File: src/rtl/counter_sched_pkg.sv
// Shared types and constants for the counter scheduler.
// The optional round-robin arbiter is enabled with COUNTER_SCHED_RR_EN.
package counter_sched_pkg;

    typedef enum logic [1:0] {
        IDLE = 2'd0,
        RUN  = 2'd1,
        DONE = 2'd2
    } state_t;

    localparam int NREQ          = 2;
    localparam int WIDTH_DEFAULT = 4;

endpackage

File: src/rtl/counter_core.sv
// WIDTH-bit up counter with synchronous active-low reset, synchronous clear
// and count enable; clear takes precedence over enable.
module counter_core
    import counter_sched_pkg::*;
#(
    parameter int WIDTH = WIDTH_DEFAULT
) (
    input  logic             clock,
    input  logic             reset,
    input  logic             clear,
    input  logic             enable,
    output logic [WIDTH-1:0] count
);

    logic [WIDTH-1:0] count_reg;

    always_ff @(posedge clock) begin
        if (!reset || clear) begin
            count_reg <= '0;
        end else if (enable) begin
            count_reg <= count_reg + 1'b1;
        end
    end

    assign count = count_reg;

endmodule

File: src/rtl/counter_sched.sv
// Two-requester counter scheduler: arbitrates, runs the shared counter up to
// the winner's terminal count, then pulses done. Macro: COUNTER_SCHED_RR_EN.
module counter_sched
    import counter_sched_pkg::*;
#(
    parameter int WIDTH = WIDTH_DEFAULT
) (
    input  logic             clock,
    input  logic             reset,
    input  logic [1:0]       req,
    input  logic [WIDTH-1:0] len0,
    input  logic [WIDTH-1:0] len1,
    input  logic             hold,
    output logic [1:0]       gnt,
    output logic [1:0]       done,
    output logic             busy,
    output logic [WIDTH-1:0] counter_out
);

    state_t           state_reg;
    state_t           state_next;
    logic             owner_reg;
    logic [WIDTH-1:0] len_q_reg;
    logic             winner;
    logic             grant;
    logic             at_end;
    logic             count_clear;
    logic             count_enable;
    logic [WIDTH-1:0] count;

    assign grant  = (state_reg == IDLE) && (req != 2'b00);
    assign at_end = (count == len_q_reg);

`ifdef COUNTER_SCHED_RR_EN
    // Pointer names the requester that wins the next tie.
    logic ptr_reg;

    always_ff @(posedge clock) begin
        if (!reset) begin
            ptr_reg <= 1'b0;
        end else if (grant) begin
            ptr_reg <= ~winner;
        end
    end

    always_comb begin
        winner = 1'b0;
        if (req[0] && req[1]) begin
            winner = ptr_reg;
        end else if (req[1]) begin
            winner = 1'b1;
        end
    end
`else
    always_comb begin
        winner = 1'b0;
        if (!req[0] && req[1]) begin
            winner = 1'b1;
        end
    end
`endif

    always_ff @(posedge clock) begin
        if (!reset) begin
            owner_reg <= 1'b0;
            len_q_reg <= '0;
        end else if (grant) begin
            owner_reg <= winner;
            len_q_reg <= winner ? len1 : len0;
        end
    end

    always_ff @(posedge clock) begin
        if (!reset) begin
            state_reg <= IDLE;
        end else begin
            state_reg <= state_next;
        end
    end

    always_comb begin
        state_next = state_reg;
        case (state_reg)
            IDLE:    if (grant) state_next = RUN;
            RUN:     if (!hold && at_end) state_next = DONE;
            DONE:    state_next = IDLE;
            default: state_next = IDLE;
        endcase
    end

    // Counting stops at len_q, so the counter never wraps.
    always_comb begin
        count_clear  = grant;
        count_enable = (state_reg == RUN) && !hold && !at_end;
        busy         = (state_reg == RUN) || (state_reg == DONE);
    end

    generate
        for (genvar gi = 0; gi < NREQ; gi++) begin : g_owner
            assign gnt[gi]  = (state_reg == RUN)  && (owner_reg == 1'(gi));
            assign done[gi] = (state_reg == DONE) && (owner_reg == 1'(gi));
        end
    endgenerate

    counter_core #(
        .WIDTH (WIDTH)
    ) u_counter_core (
        .clock  (clock),
        .reset  (reset),
        .clear  (count_clear),
        .enable (count_enable),
        .count  (count)
    );

    assign counter_out = count;

endmodule
File: config.mk
export PLATFORM = sky130hd
export DESIGN_NAME = counter_sched
export DESIGN_NICKNAME = d
export VERILOG_FILES = /design/src/rtl/counter_sched_pkg.sv /design/src/rtl/counter_core.sv /design/src/rtl/counter_sched.sv
export SDC_FILE = /design/constraint.sdc
export NUM_CORES = 1
export LEC_CHECK = 0
export ABC_AREA = 0
export CORE_UTILIZATION = 39
export CTS_CLUSTER_SIZE = 30
export DETAILED_ROUTE_END_ITERATION = 12
export PLACE_DENSITY = 0.76
export SLEW_MARGIN = 15
export SYNTH_ARGS = -nofsm -noshare
export SYNTH_HDL_FRONTEND = slang
export SYNTH_SLANG_ARGS = --single-unit
File: constraint.sdc
create_clock -name clock -period 1.4 [get_ports clock]
set_input_delay 0.28 -clock clock [delete_from_list [all_inputs] [get_ports clock]]
set_output_delay 0.28 -clock clock [all_outputs]
set_load 0.01 [all_outputs]
After elaboration in Yosys (flattened, before gate mapping)
Cells that the tools add are included.
Widths: inputs -> output; s select.
{ "classes": {"add_sub_neg": 1, "mul": 0, "n_div": 0, "magnitude_cmp": 0, "eq_ne": 5, "shifts": 0, "n_mux": 5, "bitwise": 1, "n_reduce_logical": 18} }
{ "op_table": {"columns": ["operator", "n"], "rows": [
  ["$logic_and 1x1->1", 9],
  ["$add 4x1->4 const B", 1],
  ["$eq 4x4->1", 1],
  ["$logic_not 1->1", 4],
  ["$mux 2", 2],
  ["$mux 4", 1],
  ["$pmux 2 s2", 1],
  ["$eq 2x1->1 const B", 1],
  ["$eq 2x2->1 const B", 1],
  ["$logic_not 2->1", 1],
  ["$logic_or 1x1->1", 2],
  ["$ne 2x1->1 const B", 1],
  ["$ne 2x2->1 const B", 1],
  ["$reduce_and 2->1", 1],
  ["$reduce_bool 2->1", 1],
  ["$mux 1", 1],
  ["$not 1->1", 1]
]} }
{ "word_totals": {"regBits": 11, "latchBits": 0, "mem_bits_rw": 0, "mem_bits_ro": 0, "in_bits": 13, "out_inout_bits": 9, "elab_cells": 34, "memories": 0} }

Longest topological paths before layout
{ "logic_depth": {"ltp_word": 4, "depth_mapped": 6, "depth_no_buf": 6} }

Modules after synthesis
From an unflattened synthesis, not the netlist that was laid out.
{ "hier_totals": {"cells_unflattened": 71, "hier_area_um2": 646.9} }
{ "modules_own_cells": {"columns": ["module", "instances", "cells_per_inst", "area_each_um2", "seq_area_each_um2"], "rows": [
  ["counter_sched", 1, 54, 465.4, 140.1],
  ["counter_core", 1, 17, 181.4, 80.1]
]} }

Least setup slack after synthesis
Ideal clock, no wire load.
{ "synth_path": {"path_type": "register to register", "start": "register state_reg[1]", "end": "register u_counter_core.count_reg[3], in the netlist u_counter_core.count[3]", "setup_ns": 0.123, "t_arrival_ns": 1.370, "t_required_ns": 1.277, "slack_ns": -0.093, "stages_incl_launch_ff": 7, "path_buffers": 0, "synth_period_minus_slack_ns": 1.493, "cell_sequence": "dfxtp_1 inv_1 ha_1 nand2b_1 a41oi_4 nand4_1 mux2_1"} }
{ "synth_between": {"elab_chain_len": 3, "elab_cells_between_ends": 6, "classes_between": "eq/ne (1); reduce/logical (5)"} }
{ "synth_lines": {"columns": ["element", "line", "text"], "rows": [
  ["start: declaration", "counter_sched.sv:20", "state_t state_reg;"],
  ["start signal: assignment", "counter_sched.sv:77", "state_reg <= state_next;"],
  ["$eq 2x1->1 or $logic_not 2->1 (tied branches)", "counter_sched.sv:94, counter_sched.sv:31", null],
  ["$logic_and 1x1->1, on equally long branches", "counter_sched.sv:94, counter_sched.sv:31", null],
  ["$logic_and 1x1->1 or $logic_or 1x1->1 (tied branches)", "counter_sched.sv:94, counter_core.sv:18", null],
  ["end signal: assignment", "counter_core.sv:21", "count_reg <= count_reg + 1'b1;"],
  ["end: declaration", "counter_core.sv:15", "logic [WIDTH-1:0] count_reg;"]
]} }
Several ways; a longest one is shown, not always the timed one.
A chain may end at the register's enable or synchronous reset.

Worst setup path after layout
Same ends and word-level chain as after synthesis.

==> impl_metrics.json <==
{
  "ant_nets": 0,
  "fin_nets": 129,
  "syn_nets": 92,
  "num_vias": 643,
  "grt-ovfl-total": 0,
  "syn_to_final_growth_pct": 57.4,
  "synth.distinct_cells": 23,
  "hold_path.class": "flip-flop to flip-flop",
  "design_area_sq_um": 1050,
  "root_buffer": "clkbuf_4",
  "end_kind": "flip-flop",
  "syn_avg_cell_area_sq_um": 9.01,
  "n_fill_cell": 134,
  "status": "finished, violations left",
  "hpwl_mm": 1.29,
  "dr.pass1.iters": 8,
  "critPathMaxFanout": 4,
  "die_x_microns": 43.4,
  "max_slew.worst_pin.slew_ns": 0.327,
  "cap_violations": 0,
  "cp.arrival_ns": 1.65,
  "finalCritPeriodShare_pct": 106,
  "die-area_sq_um": 1880,
  "antenna_found_initial": 0,
  "drtIter0Drc": 12,
  "finalMaxSlewViolations": 0,
  "setup_ws_ns": -0.0821,
  "required_ns": 1.57,
  "cts_tree": "yes",
  "worstSetupPathType": "flip-flop to flip-flop",
  "grt_pass1_vias": 661,
  "numCtsBuffers": 3,
  "fin_skew_ns": 0.00596,
  "grt_pass1_wl_mm": 2.77,
  "yosysSeqAreaShare_pct": 33.0,
  "netlist_instances": 74,
  "wire_per_inst_microns": 13.0,
  "io_buffers": 21,
  "syn_area_sq_um": 667,
  "gp_routability_congestion": 0.721,
  "cts_num_sinks": 11,
  "die_h_microns": 43.4,
  "path_clk_slew_ns": 0.07,
  "layout-drive-gt1-share_pct": 36.4,
  "rsz0062_at_grt": "true",
  "hold_violations": 0,
  "fin_tns_setup_ns": -0.133,
  "finalSetupViolations": 4,
  "routed_wirelength_mm": 1.64,
  "start_util_pct": 42.8,
  "maxSlewHeadroom_pct": 78.0,
  "grtUsageTotal_pct": 20.1,
  "grt_max_degree": 10,
  "clk_path_buf_depth": 2,
  "h-tree-depth": 1,
  "core-area_sq_um": 1560,
  "fin_hold_ws_ns": 0.511,
  "period_needed_ns": 1.48,
  "violations": "DRC, setup timing",
  "powerDensity_nw_per_um2": 1470,
  "utilization_pct": 67.3,
  "drc_errors": 2,
  "worstSkewPairLatency_ns": 0.27,
  "leakagePower_nw": 0.519,
  "via_per_inst": 5.10,
  "ys_warn_count": 0,
  "place_area_sq_um": 1010,
  "rows": 14,
  "pin_count": 22,
  "start_kind": "flip-flop",
  "peakVddDrop_v": 0.000862,
  "ys_ff_latch": 11,
  "n_antenna_cell": 0,
  "fmax_mhz": 675
}
==> routing by layer <==
metal / wire [microns] / up-vias / part of all wire, % / track usage, %
met3: 66 / 0 / 4.0 / 7.50
met4: 0 / 0 / 0 / 4.38
li1: - / 328 / - / -
met5: 0 / - / 0 / 0
met2: 876 / 16 / 53 / 34.8
met1: 698 / 299 / 43 / 23.5
==> report_power, final <==
group | leakage (nW) | switching, mW | internal, mW
registers | 0.0928 | 0.0783 | 0.399
logic | 0.411 | 0.398 | 0.445
clock network | 0.0150 | 0.112 | 0.110
total | 0.519 | 0.589 | 0.954
==> metrics by stage <==
stage	cells	setup WS, ns	total power [mW]
floorplan	74	0.0125	0.936
global placement	122	-0.195	1.27
global route	126	-0.147	1.66
CTS	126	-0.0957	1.52
detailed placement	122	-0.243	1.31
finish	126	-0.0821	1.54
==> critical path: stages, from the launching register on <==
cell      delay [ns]
dfxtp_2         0.33
inv_2           0.08
ha_4            0.15
buf_6           0.10
nand2b_4        0.05
a41oi_4         0.18
nand4_1         0.17
mux2_4          0.32
==> synth_stat cells <==
| cell type | count | area, sq um |
|---|---|---|
| a31o_2 | 1 | 8.76 |
| nor2b_1 | 3 | 18.8 |
| and2_1 | 2 | 12.5 |
| a41oi_4 | 1 | 27.5 |
| inv_1 | 2 | 7.51 |
| mux2_1 | 1 | 11.3 |
| nor2_1 | 6 | 22.5 |
| o211a_1 | 4 | 40.0 |
| o22ai_1 | 1 | 6.26 |
| nand4_1 | 2 | 12.5 |
| ha_1 | 5 | 62.6 |
| a22o_1 | 1 | 8.76 |
| clkbuf_1 | 3 | 11.3 |
| o21a_1 | 1 | 7.51 |
| o21ai_0 | 1 | 5.00 |
| nand2_1 | 11 | 41.3 |
| a21oi_1 | 3 | 15.0 |
| xnor2_1 | 5 | 43.8 |
| nand3_1 | 1 | 5.00 |
| dfxtp_1 | 11 | 220 |
| nand2b_1 | 2 | 12.5 |
| and3_1 | 1 | 6.26 |
| mux2i_1 | 6 | 60.1 |
==> worst paths after layout <==
kind	startpoint	to	slack (ns)	cells past startpoint
max	state_reg[1]$_SDFFE_PN0P_	u_counter_core.count[3]$_SDFFE_PP0P_	-0.08	7
min	state_reg[1]$_SDFFE_PN0P_	state_reg[1]$_SDFFE_PN0P_	0.51	2
max reg2reg	state_reg[1]$_SDFFE_PN0P_	u_counter_core.count[3]$_SDFFE_PP0P_	-0.08	7
min reg2reg	state_reg[1]$_SDFFE_PN0P_	state_reg[1]$_SDFFE_PN0P_	0.51	2
==> layout by cell type, fill, tap and decap left out, drive strengths merged, types with 2 or more instances in the layout <==
master / synthesis / routed
dfxtp: 11 / 11
nand4: 2 / 2
nand2b: 2 / 2
and2: 2 / 2
inv: 2 / 2
dlygate4sd2: 0 / 4
ha: 5 / 5
nand2: 11 / 11
a21oi: 3 / 3
mux2i: 6 / 6
nor2: 6 / 6
o211a: 4 / 4
buf: 0 / 19
clkbuf: 3 / 4
nor2b: 3 / 3
xnor2: 5 / 5
clkdlybuf4s50: 0 / 12
==> logic make-up (layout without fill, tap and decap cells) <==
| group | Yosys count | in the layout | synth area share [%] |
|---|---|---|---|
| AND/OR/NAND/NOR | 28 | 28 | 19.7 |
| AO/OA/AOI/OAI | 13 | 13 | 17.8 |
| flip-flops | 11 | 11 | 33.0 |
| multiplexers | 7 | 7 | 10.7 |
| adder cells (fa/ha/maj) | 5 | 5 | 9.38 |
| XOR/XNOR | 5 | 5 | 6.57 |
| buffers and inverters | 5 | 41 | 2.81 |
==> timing repair <==
| item | 4_1_cts | 5_1_grt |
|---|---|---|
| setup endpoints to repair | 13 | 12 |
| resized for setup | 31 | 5 |
| buffers inserted | 0 | 0 |
| pin swaps | 4 | 2 |
| hold buffers | 0 | 0 |
| endpoints found under the hold margin | 0 | 0 |
==> area by class of cell <==
| cell class | count | area [sq um] | share of cell area, % |
|---|---|---|---|
| flip-flops and latches | 11 | 229 | 21.8 |
| repair buffers | 35 | 289 | 27.5 |
| inverters | 2 | 7.51 | 0.715 |
| clock buffers | 4 | 26.3 | 2.50 |
| well taps | 16 | 20.0 | 1.91 |
| multi-input cells | 58 | 478 | 45.5 |
Power figures use the tool's default switching activity.
